[config.mk]
export PLATFORM = sky130hd
export DESIGN_NAME = pmod_cls_spi_responder
export DESIGN_NICKNAME = d
export VERILOG_FILES = /design/src/rtl/cls_pkg.sv /design/src/rtl/spi_mode0_byte_rx.sv /design/src/rtl/pmod_cls_spi_responder.sv
export SDC_FILE = /design/constraint.sdc
export NUM_CORES = 1
export LEC_CHECK = 0
export ABC_AREA = 1
export CORE_AREA = 2 2 174 176
export DETAILED_ROUTE_END_ITERATION = 10
export DIE_AREA = 0 0 176 178
export GPL_TIMING_DRIVEN = 0
export HOLD_SLACK_MARGIN = 0.08
export PLACE_DENSITY = 0.8
export SYNTH_ARGS = -nofsm -noshare
export SYNTH_HDL_FRONTEND = slang
export SYNTH_SLANG_ARGS = --single-unit
[constraint.sdc]
create_clock -name i_ext_spi_clk_x -period 13.4 [get_ports i_ext_spi_clk_x]
set_input_delay 2.01 -clock i_ext_spi_clk_x [delete_from_list [all_inputs] [get_ports i_ext_spi_clk_x]]
set_output_delay 2.01 -clock i_ext_spi_clk_x [all_outputs]
set_load 0.01 [all_outputs]
[src/rtl/cls_pkg.sv]
// Shared ASCII constants, parser state encoding and argument helpers for the
// PMOD CLS SPI responder.
package cls_pkg;

  localparam logic [7:0] ASCII_ESC    = 8'h1B;
  localparam logic [7:0] ASCII_LBRACK = 8'h5B;
  localparam logic [7:0] ASCII_0      = 8'h30;
  localparam logic [7:0] ASCII_9      = 8'h39;
  localparam logic [7:0] ASCII_SEMI   = 8'h3B;
  localparam logic [7:0] ASCII_J      = 8'h6A;
  localparam logic [7:0] ASCII_H      = 8'h48;
  localparam logic [7:0] ASCII_SPACE  = 8'h20;
  localparam logic [7:0] ASCII_TILDE  = 8'h7E;

  typedef enum logic [1:0] {
    ST_TEXT,
    ST_ESC,
    ST_ARG0,
    ST_ARG1
  } t_cls_rsp_state;

  function automatic logic is_digit(input logic [7:0] b);
    return (b >= ASCII_0) && (b <= ASCII_9);
  endfunction

  // Two decimal digits at most, so the result always fits in 7 bits.
  function automatic logic [6:0] arg_acc(input logic [6:0] a, input logic [7:0] b);
    return 7'(a * 7'd10) + 7'(b - ASCII_0);
  endfunction

endpackage

[src/rtl/spi_mode0_byte_rx.sv]
// SPI mode 0 byte receiver: synchronizes SCK/CS_n/MOSI into the system clock
// domain and emits a one-cycle pulse for every completed byte.
module spi_mode0_byte_rx #(
  parameter int parm_sync_stages = 2
) (
  input  logic       i_ext_spi_clk_x,
  input  logic       i_srst,
  input  logic       i_sck,
  input  logic       i_cs_n,
  input  logic       i_mosi,
  output logic       o_byte_valid,
  output logic [7:0] o_byte_data
);

  logic [parm_sync_stages-1:0] sck_sync;
  logic [parm_sync_stages-1:0] cs_sync;
  logic [parm_sync_stages-1:0] mosi_sync;
  logic                        sck_s;
  logic                        cs_s;
  logic                        mosi_s;
  logic                        sck_prev;
  logic                        sck_rise;
  logic [2:0]                  bit_cnt;
  logic [6:0]                  shreg;

  assign sck_s    = sck_sync[parm_sync_stages-1];
  assign cs_s     = cs_sync[parm_sync_stages-1];
  assign mosi_s   = mosi_sync[parm_sync_stages-1];
  assign sck_rise = sck_s & ~sck_prev;

  always_ff @(posedge i_ext_spi_clk_x or posedge i_srst) begin
    if (i_srst) begin
      sck_sync     <= '0;
      cs_sync      <= '1;
      mosi_sync    <= '0;
      sck_prev     <= 1'b0;
      bit_cnt      <= 3'd0;
      shreg        <= 7'd0;
      o_byte_valid <= 1'b0;
      o_byte_data  <= 8'd0;
    end else begin
      sck_sync     <= {sck_sync[parm_sync_stages-2:0], i_sck};
      cs_sync      <= {cs_sync[parm_sync_stages-2:0], i_cs_n};
      mosi_sync    <= {mosi_sync[parm_sync_stages-2:0], i_mosi};
      sck_prev     <= sck_s;
      o_byte_valid <= 1'b0;
      if (sck_rise && !cs_s) begin
        shreg   <= {shreg[5:0], mosi_s};
        bit_cnt <= bit_cnt + 3'd1;
        if (bit_cnt == 3'd7) begin
          o_byte_valid <= 1'b1;
          o_byte_data  <= {shreg, mosi_s};
        end
      end else if (cs_s) begin
        // stale bits in shreg are shifted out by the next full byte
        bit_cnt <= 3'd0;
      end
    end
  end

endmodule

[src/rtl/pmod_cls_spi_responder.sv]
// PMOD CLS display controller emulation: ESC-sequence parser, cursor and a
// 2x16 ASCII frame buffer fed by the SPI byte receiver.
//
// state   | meaning
// ST_TEXT | printable bytes written at cursor, ESC starts a sequence
// ST_ESC  | ESC seen, expecting '['
// ST_ARG0 | collecting first numeric argument (row / clear selector)
// ST_ARG1 | collecting second numeric argument after ';' (column)
module pmod_cls_spi_responder
  import cls_pkg::*;
#(
  parameter int parm_sync_stages = 2,
  parameter int parm_cols        = 16
) (
  input  logic         i_ext_spi_clk_x,
  input  logic         i_srst,
  input  logic         i_sck,
  input  logic         i_cs_n,
  input  logic         i_mosi,
  output logic         o_byte_valid,
  output logic [7:0]   o_byte_data,
  output logic         o_clear_pulse,
  output logic         o_err_pulse,
  output logic         o_cursor_row,
  output logic [4:0]   o_cursor_col,
  output logic [127:0] o_line1,
  output logic [127:0] o_line2
);

  localparam logic [4:0] COL_END = 5'(parm_cols);

  t_cls_rsp_state state, state_nxt;
  logic [6:0]     arg0, arg0_nxt;
  logic [6:0]     arg1, arg1_nxt;
  logic [1:0]     dig, dig_nxt;
  logic           wr_en, clr_en, cur_en, err_en;
  logic           cur_row_nxt;
  logic [4:0]     cur_col_nxt;
  logic [7:0]     fb [2][16];

  spi_mode0_byte_rx #(
    .parm_sync_stages(parm_sync_stages)
  ) u_rx (
    .i_ext_spi_clk_x(i_ext_spi_clk_x),
    .i_srst         (i_srst),
    .i_sck          (i_sck),
    .i_cs_n         (i_cs_n),
    .i_mosi         (i_mosi),
    .o_byte_valid   (o_byte_valid),
    .o_byte_data    (o_byte_data)
  );

  always_ff @(posedge i_ext_spi_clk_x or posedge i_srst) begin
    if (i_srst) begin
      state         <= ST_TEXT;
      arg0          <= 7'd0;
      arg1          <= 7'd0;
      dig           <= 2'd0;
      o_clear_pulse <= 1'b0;
      o_err_pulse   <= 1'b0;
      o_cursor_row  <= 1'b0;
      o_cursor_col  <= 5'd0;
      for (int r = 0; r < 2; r++)
        for (int c = 0; c < 16; c++)
          fb[r][c] <= ASCII_SPACE;
    end else begin
      state         <= state_nxt;
      arg0          <= arg0_nxt;
      arg1          <= arg1_nxt;
      dig           <= dig_nxt;
      o_clear_pulse <= clr_en;
      o_err_pulse   <= err_en;
      if (clr_en) begin
        o_cursor_row <= 1'b0;
        o_cursor_col <= 5'd0;
        for (int r = 0; r < 2; r++)
          for (int c = 0; c < 16; c++)
            fb[r][c] <= ASCII_SPACE;
      end else if (cur_en) begin
        o_cursor_row <= cur_row_nxt;
        o_cursor_col <= cur_col_nxt;
      end else if (wr_en && (o_cursor_col != COL_END)) begin
        fb[o_cursor_row][o_cursor_col[3:0]] <= o_byte_data;
        o_cursor_col <= o_cursor_col + 5'd1;
      end
    end
  end

  always_comb begin
    state_nxt   = state;
    arg0_nxt    = arg0;
    arg1_nxt    = arg1;
    dig_nxt     = dig;
    wr_en       = 1'b0;
    clr_en      = 1'b0;
    cur_en      = 1'b0;
    err_en      = 1'b0;
    cur_row_nxt = arg0[0];
    cur_col_nxt = 5'd0;
    if (o_byte_valid) begin
      unique case (state)
        ST_TEXT: begin
          if (o_byte_data == ASCII_ESC)
            state_nxt = ST_ESC;
          else if (o_byte_data >= ASCII_SPACE && o_byte_data <= ASCII_TILDE)
            wr_en = 1'b1;
        end
        ST_ESC: begin
          if (o_byte_data == ASCII_LBRACK) begin
            state_nxt = ST_ARG0;
            arg0_nxt  = 7'd0;
            arg1_nxt  = 7'd0;
            dig_nxt   = 2'd0;
          end else begin
            err_en    = 1'b1;
            state_nxt = (o_byte_data == ASCII_ESC) ? ST_ESC : ST_TEXT;
          end
        end
        ST_ARG0, ST_ARG1: begin
          state_nxt = ST_TEXT;
          if (o_byte_data == ASCII_ESC) begin
            err_en    = 1'b1;
            state_nxt = ST_ESC;
          end else if (is_digit(o_byte_data)) begin
            if (dig == 2'd2) begin
              err_en = 1'b1;
            end else begin
              state_nxt = state;
              dig_nxt   = dig + 2'd1;
              if (state == ST_ARG0) arg0_nxt = arg_acc(arg0, o_byte_data);
              else                  arg1_nxt = arg_acc(arg1, o_byte_data);
            end
          end else if (state == ST_ARG0 && o_byte_data == ASCII_SEMI) begin
            state_nxt = ST_ARG1;
            dig_nxt   = 2'd0;
          end else if (state == ST_ARG0 && o_byte_data == ASCII_J) begin
            clr_en = 1'b1;
          end else if (o_byte_data == ASCII_H) begin
            // in ST_ARG0 arg1 is still 0, giving cursor(arg0,0)
            cur_col_nxt = arg1[4:0];
            if (arg0 <= 7'd1 && arg1 <= 7'd15) cur_en = 1'b1;
            else                               err_en = 1'b1;
          end else begin
            err_en = 1'b1;
          end
        end
        default: state_nxt = ST_TEXT;
      endcase
    end
  end

  always_comb begin
    o_line1 = '0;
    o_line2 = '0;
    for (int c = 0; c < 16; c++) begin
      o_line1[127-8*c -: 8] = fb[0][c];
      o_line2[127-8*c -: 8] = fb[1][c];
    end
  end

endmodule

==> reports/results.txt <==
Status: complete, no violations
RSZ-0062 raised after global routing: no
Hold Buf Count CTS: 0
Element type at the critical path start: flop
Ranking of synthesized cells by area: dfrtp_1 (44%), nand2_1 (17%), nand4_1 (9.3%)
Worst-path cell with the longest stage delay: clkdlybuf4s50_1
Initial Util: 52.42%
Total number of vias: 14.73k
FF+latch count, synth: 308
Cell Pwr Density: 96.77 nW/µm²
Synth-to-layout area growth: 28.96%
Vias in the first global route: 14.35k
CTS tree: yes
Worst Tran Pin Value: 1.006 ns
Port Buffers: 277
Period minus WS final: 3.699 ns
Leakage: 9.983 nW
Die Width: 176 µm
Post-synth top area share: 44.49%
Post-DP HPWL: 36.93 mm
Placed instance area: 18740 µm²
Sequential-to-total area share from yosys stat: 50.28%
Worst min path class: flop to flop
RePlAce Congestion: 0.9815
Hold Fails Final Rpt: 0
Tot Pwr: 1.923 mW
Antenna viol nets, final: 0
GRT Resource Usage Total: 32.46%
Final worst slack: 9.701 ns
Area leader, netlist: dfrtp_1
Post-Layout Inst Area: 19880 µm²
Maximum clock rate: 0.2704 GHz
Clock root buffer: clkbuf_16
Crit. Startpoint: u_rx.o_byte_data[0]
Clock transition at the registers of the reported paths: 0.06 ns
Drc violations: 0
Ys Warns: 0
Total Wirelength: 50.79 mm
Drt wl/cell: 19.60 µm
DIE AREA: 31330 µm²
Die Span Y: 178 µm
Max clock buf depth: 3
Critical Path RT: 11.39 ns
Vias per cell: 5.684
First-pass GRT wire length: 79.01 mm
Nets@finish: 2218
Max Cap Viol: 0
Worst Clk Skew: 0.01948 ns
Crit path kind: flop to primary output
Post-synth top cells: nand2_1 (715), dfrtp_1 (274), nand4_1 (228)
Mux share of post-synthesis cell area: 0%
FF-to-FF path depth: 11
Largest net degree at the start of global routing: 121
GR Overflow Total: 0
Relative slew margins: 32.90%
Syn_area_per_cell: 8.286 µm²
Crit path depth: 1
XOR/XNOR Fraction of Synth Area: 0.9092%
Final Cycle Share: 27.60%
Worst-Skew Late Latency: 0.51 ns
Row Count: 63
Main synth FF type: dfrtp_1
WP buf/inv: 1
Ys async rst share: 100.0%
CTS buffer count: 34
Cells along the critical path: clkdlybuf4s50_1
Final Setup Violations: 0
Dpl ws: 9.761 ns
First-pass DRT Iterations: 6
Top-count cell post-synth: nand2_1
Simple-Gate Fraction of Synth Area: 35.52%
Synth Area in Compound Gates: 2.833%
Synthesized net count: 1903
Iteration-0 DRC Markers: 1419
Post-CTS setup buffers: 0
Hold depth: 0
Post-CTS sizing: 0
Initial antenna violation count: 0
CTS HTree Levels: 2
Main combinational cell family by area after synthesis: simple AND/OR/NAND/NOR gates
Core area: 29400 µm²
CP peak stage delay: 0.66 ns
Post-synth cell types: 38
Worst path arrival time: 1.69 ns
Final setup TNS: 0 ns
Worst-path maximum fanout: 7
Crit Reg-Reg Startpoint: u_rx.o_byte_data[5]
Antenna diode instance count: 0
Maximum vdd drop: 94.26 µV
Post-synth EDFFs: 0
Synth Instances: 1860
# clock sinks: 308
Ratio of cells with drive above 1 in the final layout: 10.50%
Min-delay src: u_rx.sck_sync[0]
Mapped Area: 15410 µm²
Max Slew Vio Count: 0
Synth Area in Adders: 3.280%
IO Pins: 278
CP delay by family, top: buffers and inverters
Setup crit end kind: primary output
power by group:
group	internal (mW)	switching [mW]
registers	0.937	0.00270
logic	0.00516	0.0227
clock network	0.574	0.382
logic make-up after synthesis:
family	Yosys count
xor gates and xnor gates	16
and+or+nand+nor	1175
buffers and inverters	239
AOI/OAI and AO/OA	84
adders and majority gates	38
DFF	308
flip-flops by register name, summed over array words and instances (netlist names), 3 cells and up:
name / count
u_rx.bit_cnt: 3
o_cursor_col: 5
o_line2: 128
u_rx.shreg: 7
arg1: 7
o_line1: 128
arg0: 7
u_rx.o_byte_data: 8
layout by cell type, fill, tap and decap left out, types with 4 or more instances in the layout:
cell             count
buf_6                8
o21ai_0             65
nand3_4             11
inv_2                7
nand3_2             22
clkbuf_16           37
clkbuf_1            39
a21oi_1              8
buf_4               22
ha_1                34
nand2_2              4
clkinv_2             5
nor2_1             127
buf_2               43
nor2_4               6
fa_1                 4
nor2_2               9
dfstp_2             34
xnor2_1              6
nor3_2               7
nand3_1             37
nor3_1               4
nand4_1            228
dfrtp_1            274
nand2_1            715
clkdlybuf4s50_1    277
xor2_1              10
clkbuf_8             5
inv_1              128
o21ai_1              4
layout make-up:
cell class	instances	area, µm²
sequential	308	7750
buffer	102	590.6
multi-input combinational	1313	6556
fill	2327	9527
timing repair buffer	279	2828
inverter	137	523.0
clock buffer	54	1040
clock inverter	8	100.1
tap	390	488.0
worst paths after layout:
kind	to	slack [ns]
setup / recovery	o_byte_data[0]	9.70
hold / removal	u_rx.sck_sync[1]	0.35
setup reg to reg	o_line2[113]	9.99
hold reg to reg	u_rx.sck_sync[1]	0.35
max in group asynchronous	u_rx.o_byte_data[6]	10.30
min in group asynchronous	o_line2[23]	2.00
per-layer routing:
metal,GRT usage (%),up-vias,wire [µm]
met2,52.69,756,23960
met4,15.01,0,2334
met1,43.17,7099,20200
met3,5.158,144,4293
li1,-,6727,-
met5,0,-,0
stage by stage:
stage                     utilization (%)  instances  hold WS [ns]
final                               67.60       2591        0.3525
after global routing                67.60       2591        0.3624
after CTS                           67.60       2591        0.3557
after detailed placement            63.72       2529        0.3372
after global placement              63.51       2527        0.3317
after floorplan                         -       1860        0.3312
Note: power is estimated with default switching activity, not from simulation.
